`src/rtl/flow_ctrl_pkg.sv`:
```
// Shared flow-control definitions: default buffer geometry and the occupancy-state
// encoding reused by the flow-control block family.
package flow_ctrl_pkg;

    localparam int DEFAULT_DATA_SIZE = 8;
    localparam int DEFAULT_DEPTH     = 4;

    typedef enum logic [1:0] {
        EMPTY   = 2'd0,
        PARTIAL = 2'd1,
        FULL    = 2'd2
    } occ_state_e;

endpackage : flow_ctrl_pkg

```
`src/rtl/flow_ctrl_regfile.sv`:
```
// DEPTH x DATA_SIZE storage array: synchronous write port, asynchronous read port.
// Contents are intentionally not reset.
module flow_ctrl_regfile
    import flow_ctrl_pkg::*;
#(
    parameter int DATA_SIZE = DEFAULT_DATA_SIZE,
    parameter int DEPTH     = DEFAULT_DEPTH,
    parameter int ADDR_W    = $clog2(DEPTH)
) (
    input  logic                 clk_i,
    input  logic                 we_i,
    input  logic [ADDR_W-1:0]    waddr_i,
    input  logic [DATA_SIZE-1:0] wdata_i,
    input  logic [ADDR_W-1:0]    raddr_i,
    output logic [DATA_SIZE-1:0] rdata_o
);

    logic [DATA_SIZE-1:0] mem_q [DEPTH];

    always_ff @(posedge clk_i) begin
        if (we_i) begin
            mem_q[waddr_i] <= wdata_i;
        end
    end

    assign rdata_o = mem_q[raddr_i];

endmodule : flow_ctrl_regfile

```
`src/rtl/flow_ctrl_skid_fifo.sv`:
```
// DEPTH-entry valid/ready elastic buffer with occupancy output.
// Optional FLOW_CTRL_BYPASS_EN adds a zero-latency path when the buffer is empty.
module flow_ctrl_skid_fifo
    import flow_ctrl_pkg::*;
#(
    parameter  int DATA_SIZE = DEFAULT_DATA_SIZE,
    parameter  int DEPTH     = DEFAULT_DEPTH,
    localparam int ADDR_W    = $clog2(DEPTH)
) (
    input  logic                 CLK,
    input  logic                 RESET_n,
    input  logic                 Valid_i,
    output logic                 Ready_o,
    input  logic [DATA_SIZE-1:0] Data_i,
    output logic                 Valid_o,
    input  logic                 Ready_i,
    output logic [DATA_SIZE-1:0] Data_o,
    output logic [ADDR_W:0]      Count_o
);

    localparam logic [ADDR_W:0] FULL_CNT = (ADDR_W + 1)'(DEPTH);
    localparam logic [ADDR_W:0] ONE_CNT  = (ADDR_W + 1)'(1);

    occ_state_e            state_q, state_d;
    logic [ADDR_W:0]       count_q, count_d;
    logic [ADDR_W-1:0]     wr_ptr_q, rd_ptr_q;
    logic [DATA_SIZE-1:0]  rdata;
    logic                  store_valid;
    logic                  push, pop, wr_en, rd_en;

    // Ready_o depends only on registered state, never on Ready_i.
    assign store_valid = (state_q != EMPTY);
    assign Ready_o     = (state_q != FULL);
    assign push        = Valid_i & Ready_o;
    assign pop         = Valid_o & Ready_i;
    assign rd_en       = pop & store_valid;

`ifdef FLOW_CTRL_BYPASS_EN
    logic bypass;
    assign bypass  = (state_q == EMPTY) & Valid_i;
    assign Valid_o = store_valid | bypass;
    assign Data_o  = bypass ? Data_i : rdata;
    // A bypassed beat taken downstream the same cycle never touches storage.
    assign wr_en   = push & ~(bypass & Ready_i);
`else
    assign Valid_o = store_valid;
    assign Data_o  = rdata;
    assign wr_en   = push;
`endif

    flow_ctrl_regfile #(
        .DATA_SIZE (DATA_SIZE),
        .DEPTH     (DEPTH),
        .ADDR_W    (ADDR_W)
    ) u_regfile (
        .clk_i   (CLK),
        .we_i    (wr_en),
        .waddr_i (wr_ptr_q),
        .wdata_i (Data_i),
        .raddr_i (rd_ptr_q),
        .rdata_o (rdata)
    );

    always_comb begin
        state_d = state_q;
        count_d = count_q;
        case (state_q)
            EMPTY: begin
                if (wr_en) begin
                    count_d = ONE_CNT;
                    state_d = PARTIAL;
                end
            end
            PARTIAL: begin
                if (wr_en && !rd_en) begin
                    count_d = count_q + ONE_CNT;
                    state_d = ((count_q + ONE_CNT) == FULL_CNT) ? FULL : PARTIAL;
                end else if (rd_en && !wr_en) begin
                    count_d = count_q - ONE_CNT;
                    state_d = ((count_q - ONE_CNT) == '0) ? EMPTY : PARTIAL;
                end
            end
            FULL: begin
                if (rd_en) begin
                    count_d = count_q - ONE_CNT;
                    state_d = PARTIAL;
                end
            end
            default: begin
                count_d = '0;
                state_d = EMPTY;
            end
        endcase
    end

    always_ff @(posedge CLK or negedge RESET_n) begin
        if (!RESET_n) begin
            state_q  <= EMPTY;
            count_q  <= '0;
            wr_ptr_q <= '0;
            rd_ptr_q <= '0;
        end else begin
            state_q <= state_d;
            count_q <= count_d;
            if (wr_en) begin
                wr_ptr_q <= wr_ptr_q + 1'b1;
            end
            if (rd_en) begin
                rd_ptr_q <= rd_ptr_q + 1'b1;
            end
        end
    end

    assign Count_o = count_q;

endmodule : flow_ctrl_skid_fifo

```
`config.mk`:
```
export PLATFORM = sky130hd
export DESIGN_NAME = flow_ctrl_skid_fifo
export DESIGN_NICKNAME = d
export VERILOG_FILES = /design/src/rtl/flow_ctrl_pkg.sv /design/src/rtl/flow_ctrl_regfile.sv /design/src/rtl/flow_ctrl_skid_fifo.sv
export SDC_FILE = /design/constraint.sdc
export NUM_CORES = 1
export LEC_CHECK = 0
export CAP_MARGIN = 20
export CORE_UTILIZATION = 55
export CTS_CLUSTER_SIZE = 8
export DETAILED_ROUTE_END_ITERATION = 10
export PLACE_DENSITY_LB_ADDON = 0.12
export SLEW_MARGIN = 0
export SYNTH_ARGS = -nofsm -noshare
export SYNTH_HDL_FRONTEND = slang
export SYNTH_SLANG_ARGS = --single-unit
```
`constraint.sdc`:
```
create_clock -name CLK -period 3.5 [get_ports CLK]
set_input_delay 0.525 -clock CLK [delete_from_list [all_inputs] [get_ports CLK]]
set_output_delay 0.525 -clock CLK [all_outputs]
set_load 0.02 [all_outputs]
```
==> flow_metrics.env <==
export IMPL_grt_pass1_wl_um=4790
export IMPL_cp_slowest_cell="dfrtp_1"
export IMPL_required_ns=2.97
export IMPL_maxSlewHeadroom_pct=61.1
export IMPL_synth_cell_type_count=27
export IMPL_clkLatencyLatePin_ns=0.34
export IMPL_syn_inst=110
export IMPL_peakVddDrop_mv=0.452
export IMPL_drt_initial_drc_count=43
export IMPL_skew_ns=0.00435
export IMPL_avgRoutedWirePerCell_um=16.8
export IMPL_cp_max_fo=10
export IMPL_cts_buffers=5
export IMPL_fmax_mhz=367
export IMPL_cts_resized=0
export IMPL_syn_to_final_growth_pct=19.2
export IMPL_core_mm2=0.00308
export IMPL_initial_core_util_pct=58.3
export IMPL_synthArstFlopShare_pct=22.0
export IMPL_total_leakage_power_nw=0.803
export IMPL_wl_um=3050
export IMPL_rsz0062_at_grt="false"
export IMPL_syn_area_mm2=0.00180
export IMPL_grt_max_degree=13
export IMPL_drive_gt1_share_pct=13.0
export IMPL_die_y_um=59.1
export IMPL_die_w_um=59.1
export IMPL_cp_end_kind="output port"
export IMPL_nets=158
export IMPL_ant_nets=0
export IMPL_place_congestion=0.792
export IMPL_first_pass_iters=4
export IMPL_portBuffers=24
export IMPL_ys_seq_area_share_pct=66.1
export IMPL_hpwl_um=2090
export IMPL_clk_pin_slew_ns=0.11
export IMPL_r2r_end="Count_o[1]"
export IMPL_num_io_pins=25
export IMPL_min_period_ns=2.72
export IMPL_ff2ff_path_depth=6
export IMPL_fin_crit_sh_pct=77.8
export IMPL_cp_arrival_ns=2.20
export IMPL_synth_edf_count=32
export IMPL_worst_slew_pin_slew_ns=0.583
export IMPL_cts_hold_buffers=0
export IMPL_drv_cap=0
export IMPL_drc=0
export IMPL_dieArea_mm2=0.00350
export IMPL_syn_avg_cell_area_um2=16.3
export IMPL_ys_ff_latch=41
export IMPL_cp_start_kind="flip-flop"
export IMPL_antenna_found_initial=0
export IMPL_status="completed"
export IMPL_vias=1004
export IMPL_grt_pass1_vias=1005
export IMPL_ys_warnings_count=0
export IMPL_postCtsSetupRepairBufs=0
export IMPL_via_per_inst=5.52
export IMPL_max_stage_delay_ns=0.73
export IMPL_r2r_start="state_q[1]"
export IMPL_syn_nets=131
export IMPL_setup_tns_ns=0
export IMPL_antenna_cells=0
export IMPL_clock_sinks=41
export IMPL_slew_violations=0
export IMPL_cp_cell_sequence="mux4_2 > clkdlybuf4s50_1"
export IMPL_hold_class="input port to asynchronous set/reset pin"
export IMPL_cts_tree="built"
export IMPL_grt_util_all_layers_pct=20.1
export IMPL_worst_setup_path_type="flip-flop to output port"
export IMPL_clock_path_buffers=2
export IMPL_gr_total_overflow=0
export IMPL_r2r_slack_ns=1.41
export IMPL_hold_viol=0
export IMPL_power_per_cell_area_mw_per_mm2=830
export IMPL_row_count=20
export IMPL_htreeDepth=2
export IMPL_fillers=234
export IMPL_total_power_mw=1.78
export IMPL_setup_viol=0
export IMPL_cts_root_buffer="clkbuf_4"
export IMPL_synth_ff_type="edfxtp_1"
metal layers:
metal / up-vias / part of all wire (%) / track usage [%]
li1: 471 / - / -
met1: 506 / 45 / 25.4
met2: 22 / 49 / 31.8
met3: 5 / 4.7 / 6.55
met4: 0 / 1.4 / 8.84
met5: - / 0 / 0
cell families (layout without fill, tap and decap cells):
| logic type | after synthesis | after routing | synth area share [%] |
|---|---|---|---|
| and+or+nand+nor | 20 | 20 | 6.20 |
| muxes | 10 | 10 | 11.4 |
| adders and majority gates | 9 | 9 | 6.27 |
| buffers and inverters | 12 | 40 | 3.07 |
| AOI/OAI and AO/OA | 14 | 14 | 5.02 |
| xor gates and xnor gates | 4 | 4 | 1.95 |
| DFF | 41 | 41 | 66.1 |
critical path, delay by kind of cell (launching register included):
family / cells / cell delay (ns)
DFF: 1 / 0.73
muxes: 1 / 0.57
buffers and inverters: 1 / 0.56
stage by stage:
step | cells | area, um2 | utilization [%] | hold WS (ns) | setup slack (ns)
floorplan | 110 | 1800 | - | 0.229 | 1.46
global placement | 174 | 2070 | 67.1 | 0.536 | 1.12
detailed placement | 174 | 2070 | 67.1 | 0.561 | 1.10
CTS | 182 | 2140 | 69.6 | 0.487 | 0.723
global route | 182 | 2140 | 69.6 | 0.508 | 0.643
finish | 182 | 2140 | 69.6 | 0.480 | 0.777
synthesized netlist by cell type, types with 3 or more instances:
cell type,instances,share of area (%)
and3_1,4,1.4
nand2_1,4,0.84
inv_1,8,1.7
o21ai_0,3,0.84
mux4_2,8,10
edfxtp_1,32,54
ha_1,9,6.3
dfrtp_1,9,13
a21oi_1,3,0.84
xnor2_1,4,2.0
nand3_1,3,0.84
o22ai_1,3,1.0
nor2_1,4,0.84
cell usage in the layout (no fill, tap or decap), drive strengths merged, types with 2 or more instances in the layout:
master,n
dfrtp,9
nand2,4
xnor2,4
o21ai,3
and3,4
inv,8
nand3,3
o22ai,3
a21oi,3
ha,9
clkdlybuf4s50,24
nor2,4
nand2b,2
edfxtp,32
clkbuf,6
mux4,8
o21a,2
area by class of cell:
| class | instances | area, um2 | share of cell area, % |
|---|---|---|---|
| repair buffers | 24 | 240 | 11.2 |
| well taps | 44 | 55.1 | 2.57 |
| clock buffers | 6 | 41.3 | 1.93 |
| multi-input cells | 57 | 554 | 25.9 |
| flip-flops and latches | 41 | 1190 | 55.4 |
| clock inverters | 2 | 33.8 | 1.58 |
| inverters | 8 | 30.0 | 1.40 |
where the power goes:
group          switching (mW)  internal (mW)
sequential              0.117          0.650
combinational           0.335          0.382
clock                   0.144          0.149
total                   0.596           1.18
how the worst max path moves through the flow:
stage	start	endpoint	slack [ns]	cells past startpoint
after floorplan	state_q[0]	Count_o[1]	1.46	9
after global placement	rd_ptr_q[0]	Data_o[0]	1.12	2
after detailed placement	rd_ptr_q[0]	Data_o[6]	1.10	2
after CTS	rd_ptr_q[0]	Data_o[6]	0.72	2
after global routing	rd_ptr_q[0]	Data_o[0]	0.64	2
final	rd_ptr_q[0]	Data_o[6]	0.78	2
sequential cells by signal, indices dropped and copies added (netlist names):
signal           count
Count_o              3
wr_ptr_q             2
u_regfile.mem_q     32
state_q              2
rd_ptr_q             2
No activity file was read; power rests on OpenSTA's default activity.
